## config.mk

```make
export PLATFORM = sky130hd
export DESIGN_NAME = uart_tx_arbiter
export DESIGN_NICKNAME = d
export VERILOG_FILES = /design/src/rtl/uart_tx_arbiter_pkg.sv /design/src/rtl/uart_tx_arbiter_rr_pick.sv /design/src/rtl/uart_tx_arbiter.sv
export SDC_FILE = /design/constraint.sdc
export NUM_CORES = 1
export LEC_CHECK = 0
export ABC_AREA = 1
export CAP_MARGIN = 20
export CORE_MARGIN = 3
export CORE_UTILIZATION = 44
export DETAILED_ROUTE_END_ITERATION = 10
export PLACE_DENSITY = 0.83
export SYNTH_ARGS = -nofsm -noshare
export SYNTH_HDL_FRONTEND = slang
export SYNTH_SLANG_ARGS = --single-unit
```

## constraint.sdc

```tcl
create_clock -name clk -period 2.2 [get_ports clk]
set_input_delay 0.44 -clock clk [delete_from_list [all_inputs] [get_ports clk]]
set_output_delay 0.44 -clock clk [all_outputs]
set_load 0.05 [all_outputs]
```

## src/rtl/uart_tx_arbiter_pkg.sv

```systemverilog
`default_nettype none
// ============================================================================
//  Module      : uart_tx_arbiter_pkg
//  Description : Shared types and helpers for the UART transmit arbiter.
//                Defines the hand-off FSM state encoding, the owner index
//                width and a wrap-around increment used for the round-robin
//                pointer.
//  Revision    : 1.0 - initial release
// ============================================================================
package uart_tx_arbiter_pkg;

    // Owner index is always 3 bits so the port width does not depend on N.
    localparam int OWNER_W = 3;

    typedef enum logic [1:0] {
        ST_ARB       = 2'd0,
        ST_START     = 2'd1,
        ST_WAIT_RISE = 2'd2,
        ST_WAIT_FALL = 2'd3
    } arb_state_e;

    // (i + 1) mod n for an owner-sized index.
    function automatic logic [OWNER_W-1:0] wrap_inc(input logic [OWNER_W-1:0] i,
                                                    input int               n);
        if (int'(i) >= n - 1) begin
            return '0;
        end
        return i + 3'd1;
    endfunction

endpackage : uart_tx_arbiter_pkg
`default_nettype wire

```

## src/rtl/uart_tx_arbiter_rr_pick.sv

```systemverilog
`default_nettype none
// ============================================================================
//  Module      : uart_tx_arbiter_rr_pick
//  Description : Combinational N-way rotate-priority picker. Returns the first
//                set request bit scanning upward from 'start' with wrap.
//  Ports       : req   [N-1:0]  in   request vector
//                start [2:0]    in   index with highest priority (< N)
//                found          out  at least one request bit is set
//                idx   [2:0]    out  index of the selected request
//  Revision    : 1.0 - initial release
// ============================================================================
module uart_tx_arbiter_rr_pick
    import uart_tx_arbiter_pkg::*;
#(
    parameter int N = 4
) (
    input  logic [N-1:0]       req,
    input  logic [OWNER_W-1:0] start,
    output logic               found,
    output logic [OWNER_W-1:0] idx
);

    logic [7:0] req_ext;
    int         pos;

    // Scan from the farthest offset down to offset 0, so the last hit
    // written (the nearest one to 'start') wins.
    always_comb begin
        req_ext          = '0;
        req_ext[N-1:0]   = req;
        found            = 1'b0;
        idx              = '0;
        pos              = 0;
        for (int k = N - 1; k >= 0; k--) begin
            pos = int'(start) + k;
            if (pos >= N) begin
                pos = pos - N;
            end
            if (req_ext[pos[2:0]]) begin
                found = 1'b1;
                idx   = pos[2:0];
            end
        end
    end

endmodule : uart_tx_arbiter_rr_pick
`default_nettype wire

```

## src/rtl/uart_tx_arbiter.sv

```systemverilog
`default_nettype none
// ============================================================================
//  Module      : uart_tx_arbiter
//  Description : Shares one UART transmitter between N byte requesters using
//                round-robin arbitration with bounded bursts. Latches the
//                granted byte, pulses tx_start/ack, tracks tx_busy until the
//                frame completes, and flags a transmitter that never
//                acknowledges a start.
//  Ports       : clk               in   system clock
//                n_reset           in   asynchronous active-low reset
//                req      [N-1:0]  in   requester i has a byte ready
//                req_data [8N-1:0] in   byte of requester i at [8i+7:8i]
//                ack      [N-1:0]  out  one-cycle accept pulse
//                tx_data  [7:0]    out  byte to uart_tx, held for the frame
//                tx_start          out  one-cycle start pulse to uart_tx
//                tx_busy           in   uart_tx frame in progress
//                owner    [2:0]    out  current/last granted requester
//                active            out  byte handed off or in transmission
//                err_tmo           out  tx_busy failed to rise in time
//  Revision    : 1.0 - initial release
// ============================================================================
module uart_tx_arbiter
    import uart_tx_arbiter_pkg::*;
#(
    parameter int N         = 4,
    parameter int MAX_BURST = 4,
    parameter int ACK_TMO   = 16
) (
    input  logic               clk,
    input  logic               n_reset,
    input  logic [N-1:0]       req,
    input  logic [8*N-1:0]     req_data,
    output logic [N-1:0]       ack,
    output logic [7:0]         tx_data,
    output logic               tx_start,
    input  logic               tx_busy,
    output logic [OWNER_W-1:0] owner,
    output logic               active,
    output logic               err_tmo
);

    localparam int                CNT_W       = $clog2(ACK_TMO + 1);
    localparam logic [CNT_W-1:0]  C_TMO_LAST  = CNT_W'(ACK_TMO - 1);
    localparam logic [3:0]        C_MAX_BURST = 4'(MAX_BURST);

    arb_state_e         state_q,    state_d;
    logic [OWNER_W-1:0] owner_q,    owner_d;
    logic [OWNER_W-1:0] rr_ptr_q,   rr_ptr_d;
    logic [3:0]         burst_q,    burst_d;
    logic [CNT_W-1:0]   tmo_cnt_q,  tmo_cnt_d;
    logic [7:0]         tx_data_q,  tx_data_d;
    logic [N-1:0]       ack_q,      ack_d;
    logic               tx_start_q, tx_start_d;
    logic               err_tmo_w;

    logic [7:0]         req_ext;
    logic [63:0]        data_ext;
    logic               pick_found;
    logic [OWNER_W-1:0] pick_idx;
    logic [OWNER_W-1:0] win;

    uart_tx_arbiter_rr_pick #(
        .N (N)
    ) u_pick (
        .req   (req),
        .start (rr_ptr_q),
        .found (pick_found),
        .idx   (pick_idx)
    );

    always_ff @(posedge clk or negedge n_reset) begin
        if (!n_reset) begin
            state_q    <= ST_ARB;
            owner_q    <= '0;
            rr_ptr_q   <= '0;
            burst_q    <= '0;
            tmo_cnt_q  <= '0;
            tx_data_q  <= '0;
            ack_q      <= '0;
            tx_start_q <= 1'b0;
        end else begin
            state_q    <= state_d;
            owner_q    <= owner_d;
            rr_ptr_q   <= rr_ptr_d;
            burst_q    <= burst_d;
            tmo_cnt_q  <= tmo_cnt_d;
            tx_data_q  <= tx_data_d;
            ack_q      <= ack_d;
            tx_start_q <= tx_start_d;
        end
    end

    always_comb begin
        state_d    = state_q;
        owner_d    = owner_q;
        rr_ptr_d   = rr_ptr_q;
        burst_d    = burst_q;
        tmo_cnt_d  = tmo_cnt_q;
        tx_data_d  = tx_data_q;
        ack_d      = '0;
        tx_start_d = 1'b0;
        err_tmo_w  = 1'b0;
        win        = owner_q;

        // Widened copies so owner-sized indices never exceed the vector.
        req_ext              = '0;
        req_ext[N-1:0]       = req;
        data_ext             = '0;
        data_ext[8*N-1:0]    = req_data;

        case (state_q)
            ST_ARB: begin
                // Owner released its request: its burst is over.
                if (!req_ext[owner_q]) begin
                    burst_d = '0;
                end
                if (!tx_busy && pick_found) begin
                    if (req_ext[owner_q] && (burst_q < C_MAX_BURST)) begin
                        win     = owner_q;
                        burst_d = burst_q + 4'd1;
                    end else begin
                        win     = pick_idx;
                        burst_d = 4'd1;
                    end
                    owner_d    = win;
                    rr_ptr_d   = wrap_inc(win, N);
                    tx_data_d  = data_ext[{win, 3'b000} +: 8];
                    tx_start_d = 1'b1;
                    for (int i = 0; i < N; i++) begin
                        ack_d[i] = (win == 3'(i));
                    end
                    state_d = ST_START;
                end
            end
            ST_START: begin
                tmo_cnt_d = '0;
                state_d   = ST_WAIT_RISE;
            end
            ST_WAIT_RISE: begin
                if (tx_busy) begin
                    state_d = ST_WAIT_FALL;
                end else if (tmo_cnt_q == C_TMO_LAST) begin
                    // Byte is dropped: the requester was already acked.
                    err_tmo_w = 1'b1;
                    burst_d   = '0;
                    state_d   = ST_ARB;
                end else begin
                    tmo_cnt_d = tmo_cnt_q + 1'b1;
                end
            end
            ST_WAIT_FALL: begin
                if (!tx_busy) begin
                    state_d = ST_ARB;
                end
            end
            default: begin
                state_d = ST_ARB;
            end
        endcase
    end

    assign ack      = ack_q;
    assign tx_data  = tx_data_q;
    assign tx_start = tx_start_q;
    assign owner    = owner_q;
    assign active   = (state_q != ST_ARB);
    assign err_tmo  = err_tmo_w;

endmodule : uart_tx_arbiter
`default_nettype wire

```

==> impl_results.md <==
* Die Area at 0.005794 mm^2
* Worst-case clock skew at 6.876 ps
* CP Capture Type: flop
* Number of top-level pins at 57
* Final hold violations at 0
* Fmax at 0.4692 GHz
* First-pass GRT wire length at 10,850 um
* Post-route minimum period at 2131 ps
* Max cap viols at 0
* Synth Area per Inst at 6.956 um^2
* Ys Warns at 0
* Remaining DRCs at 0
* Cell mode on critical path: nand2_1
* Register area at 754.5 um^2
* Antenna violations before repair at 0
* Status: complete, no violations
* Worst-Margin Slew at 524.5 ps
* Ys flop type: dfrtp_1
* Hold Path Class: reg2reg
* Yosys top cell area share at 34.70%
* DRT Pass-1 Iters at 6
* Die width at 76.12 um
* Skew-Pair Late Insertion Delay at 290 ps
* Post-route setup slack at 68.50 ps
* Clk buf depth at 2
* CTS root buf: clkbuf_8
* Rel. slew slack at 64.92%
* Crit path kind: reg2reg
* Total Nets Final at 454
* CTS tree: built
* Synth area leaders: dfrtp_1 35%, nand2_1 14%, nand3_1 12%, inv_1 9.4%, ha_1 5.8%
* FFs w/ async S/R, synth at 100.0%
* # fillers at 328
* Number of H-tree levels at 2
* Initial DRC Count at 225
* Routed Antenna Nets at 0
* Vias in the first global route at 2,439
* Seq cells post-synth at 30
* EDFF count, synth at 0
* Worst Setup Start Kind: flop
* Layout cells sized above 1 at 27.09%
* RSZ-0062 raised after global routing: yes
* Worst hold slack at 489.5 ps
* Sequential fraction of the synthesis area at 34.70%
* Commonest cells post-synth: 81 x nand2_1, 54 x inv_1, 50 x nand3_1, 30 x dfrtp_1, 21 x nor2_1
* Total core area at 0.004534 mm^2
* Most frequent cell after synthesis: nand2_1
* CP max stage delay at 440 ps
* Pwr dens at 1805 mW/mm^2
* Multi-input logic area at 0.001275 mm^2
* Synth cell types at 31
* Hold_buf cts at 0
* Wirelength per Cell at 14.11 um
* GRT Util Overall at 23.07%
* Mapped Cells at 311
* VDD IR max at 1.041 mV
* Cell Chain, Critical Path: inv_8, ha_4, inv_2, nor2_2, nor2_4, nand2_1, nand2_1, nand2_2, nand2_2, nand2_4, nand2_4, buf_4, buf_4, ha_1, nand2_1, nor2_1
* Setup Viol. Count Final at 0
* IO Port Bufs at 56
* Dpl hpwl at 4588 um
* Clk slew on worst S/H paths at 70 ps
* Die H at 76.12 um
* Remaining global-route overflow at 0
* Final period util at 96.89%
* Arrival @ worst endpoint at 2300 ps
* Synthesized net count at 360
* Routability cong. at 0.8840
* Largest net degree at the start of global routing at 31
* Post-Syn Area at 0.002163 mm^2
* Vias at 2,430
* # rows at 24
* Diodes inserted at 0
* Final Max Slew Viols at 0
* Critical-path top delay cell: dfrtp_2
* Area growth syn-to-layout at 56.85%
* DR vias/cell at 5.159
* Worst EP required at 2360 ps
* Number of CTS-inserted buffers at 5
* Max FO, Critical Path at 4
* WL final at 6645 um
* Initial Utilization at 47.71%
* Yosys top cell by area: dfrtp_1
* Pre-CTS setup slack at -329.7 ps
* Clock Sinks at 30
* P_leak at 1.771 nW
power by group:
part | total [mW] | switching [mW] | leakage [nW] | internal (mW)
Sequential | 0.917 | 0.172 | 0.386 | 0.745
Clock | 0.706 | 0.223 | 0.0714 | 0.483
Combinational | 4.50 | 2.58 | 1.31 | 1.92
layer usage:
metal  vias up  share of wire, %  wire length, um  global-route usage (%)
li1       1152                 -                -                       -
met1      1147                40             2634                   26.73
met2       107                51             3398                   40.96
met3        24               5.8              383                   4.728
met4         0               3.4              229                   10.33
met5         -                 0                0                       0
path summary, 6_finish.rpt:
path | startpoint | slack [ps] | cells after the start | end
worst max-delay path | rr_ptr_q[0] | 70 | 16 | ack[1]
worst min-delay path | tx_data[5] | 490 | 2 | tx_data[5]
worst max register to register | rr_ptr_q[0] | 70 | 16 | ack[1]
worst min register to register | tx_data[5] | 490 | 2 | tx_data[5]
max in group asynchronous | n_reset | 1350 | 2 | rr_ptr_q[0]
min in group asynchronous | n_reset | 540 | 2 | tmo_cnt_q[1]
metrics by stage:
step	cell area [um^2]	setup TNS (ps)	power (mW)	cells	util, %
2_1_floorplan	2186	0	3.289	311	-
3_3_place_gp	3032	-2461	4.574	456	66.86
3_5_place_dp	3032	-3789	4.695	456	66.86
4_1_cts	3251	0	5.656	471	71.69
5_1_grt	3393	-273.6	6.558	471	74.83
6_report	3393	0	6.124	471	74.83
layout make-up:
cell class	instances	share of cell area [%]
clock buffer	6	2.434
clock inverter	2	1.770
tap	65	2.397
sequential	30	22.23
timing repair buffer	92	26.62
inverter	61	6.969
multi-input combinational	215	37.57
timing repair:
item,CTS,global route
endpoints found under the setup margin,3,24
cloned,0,1
pin swaps,12,22
buffers inserted,7,0
gates resized for setup,4,33
cells by family after synthesis:
logic type      share of synthesized area [%]
flops                                   34.70
xor+xnor                               0.4049
compound gates                          6.594
fa+ha+maj                               5.784
simple gates                            39.27
buf+inv                                 13.07
other cells                            0.1733
sequential cells by signal (all words and copies together) (netlist names):
signal     count
tx_start       1
burst_q        4
ack            4
tmo_cnt_q      5
rr_ptr_q       3
owner          3
tx_data        8
state_q        2
layout by cell type, fill, tap and decap left out, types with 7 or more instances in the layout:
cell             instances
nand2_1                 78
inv_1                   51
clkdlybuf4s50_1         51
nand3_1                 39
buf_4                   31
dfrtp_1                 27
nor2_1                  17
nand2_2                 16
nand3_2                 12
inv_2                    9
ha_1                     7
worst max-delay path, delay by kind of cell, from the launching register on:
| kind | cells | cell delay (ps) |
|---|---|---|
| adder cells (fa/ha/maj) | 2 | 500 |
| flip-flops | 1 | 440 |
| AND/OR/NAND/NOR | 10 | 710 |
| buffers and inverters | 4 | 360 |
No activity file was read; power rests on OpenSTA's default activity.
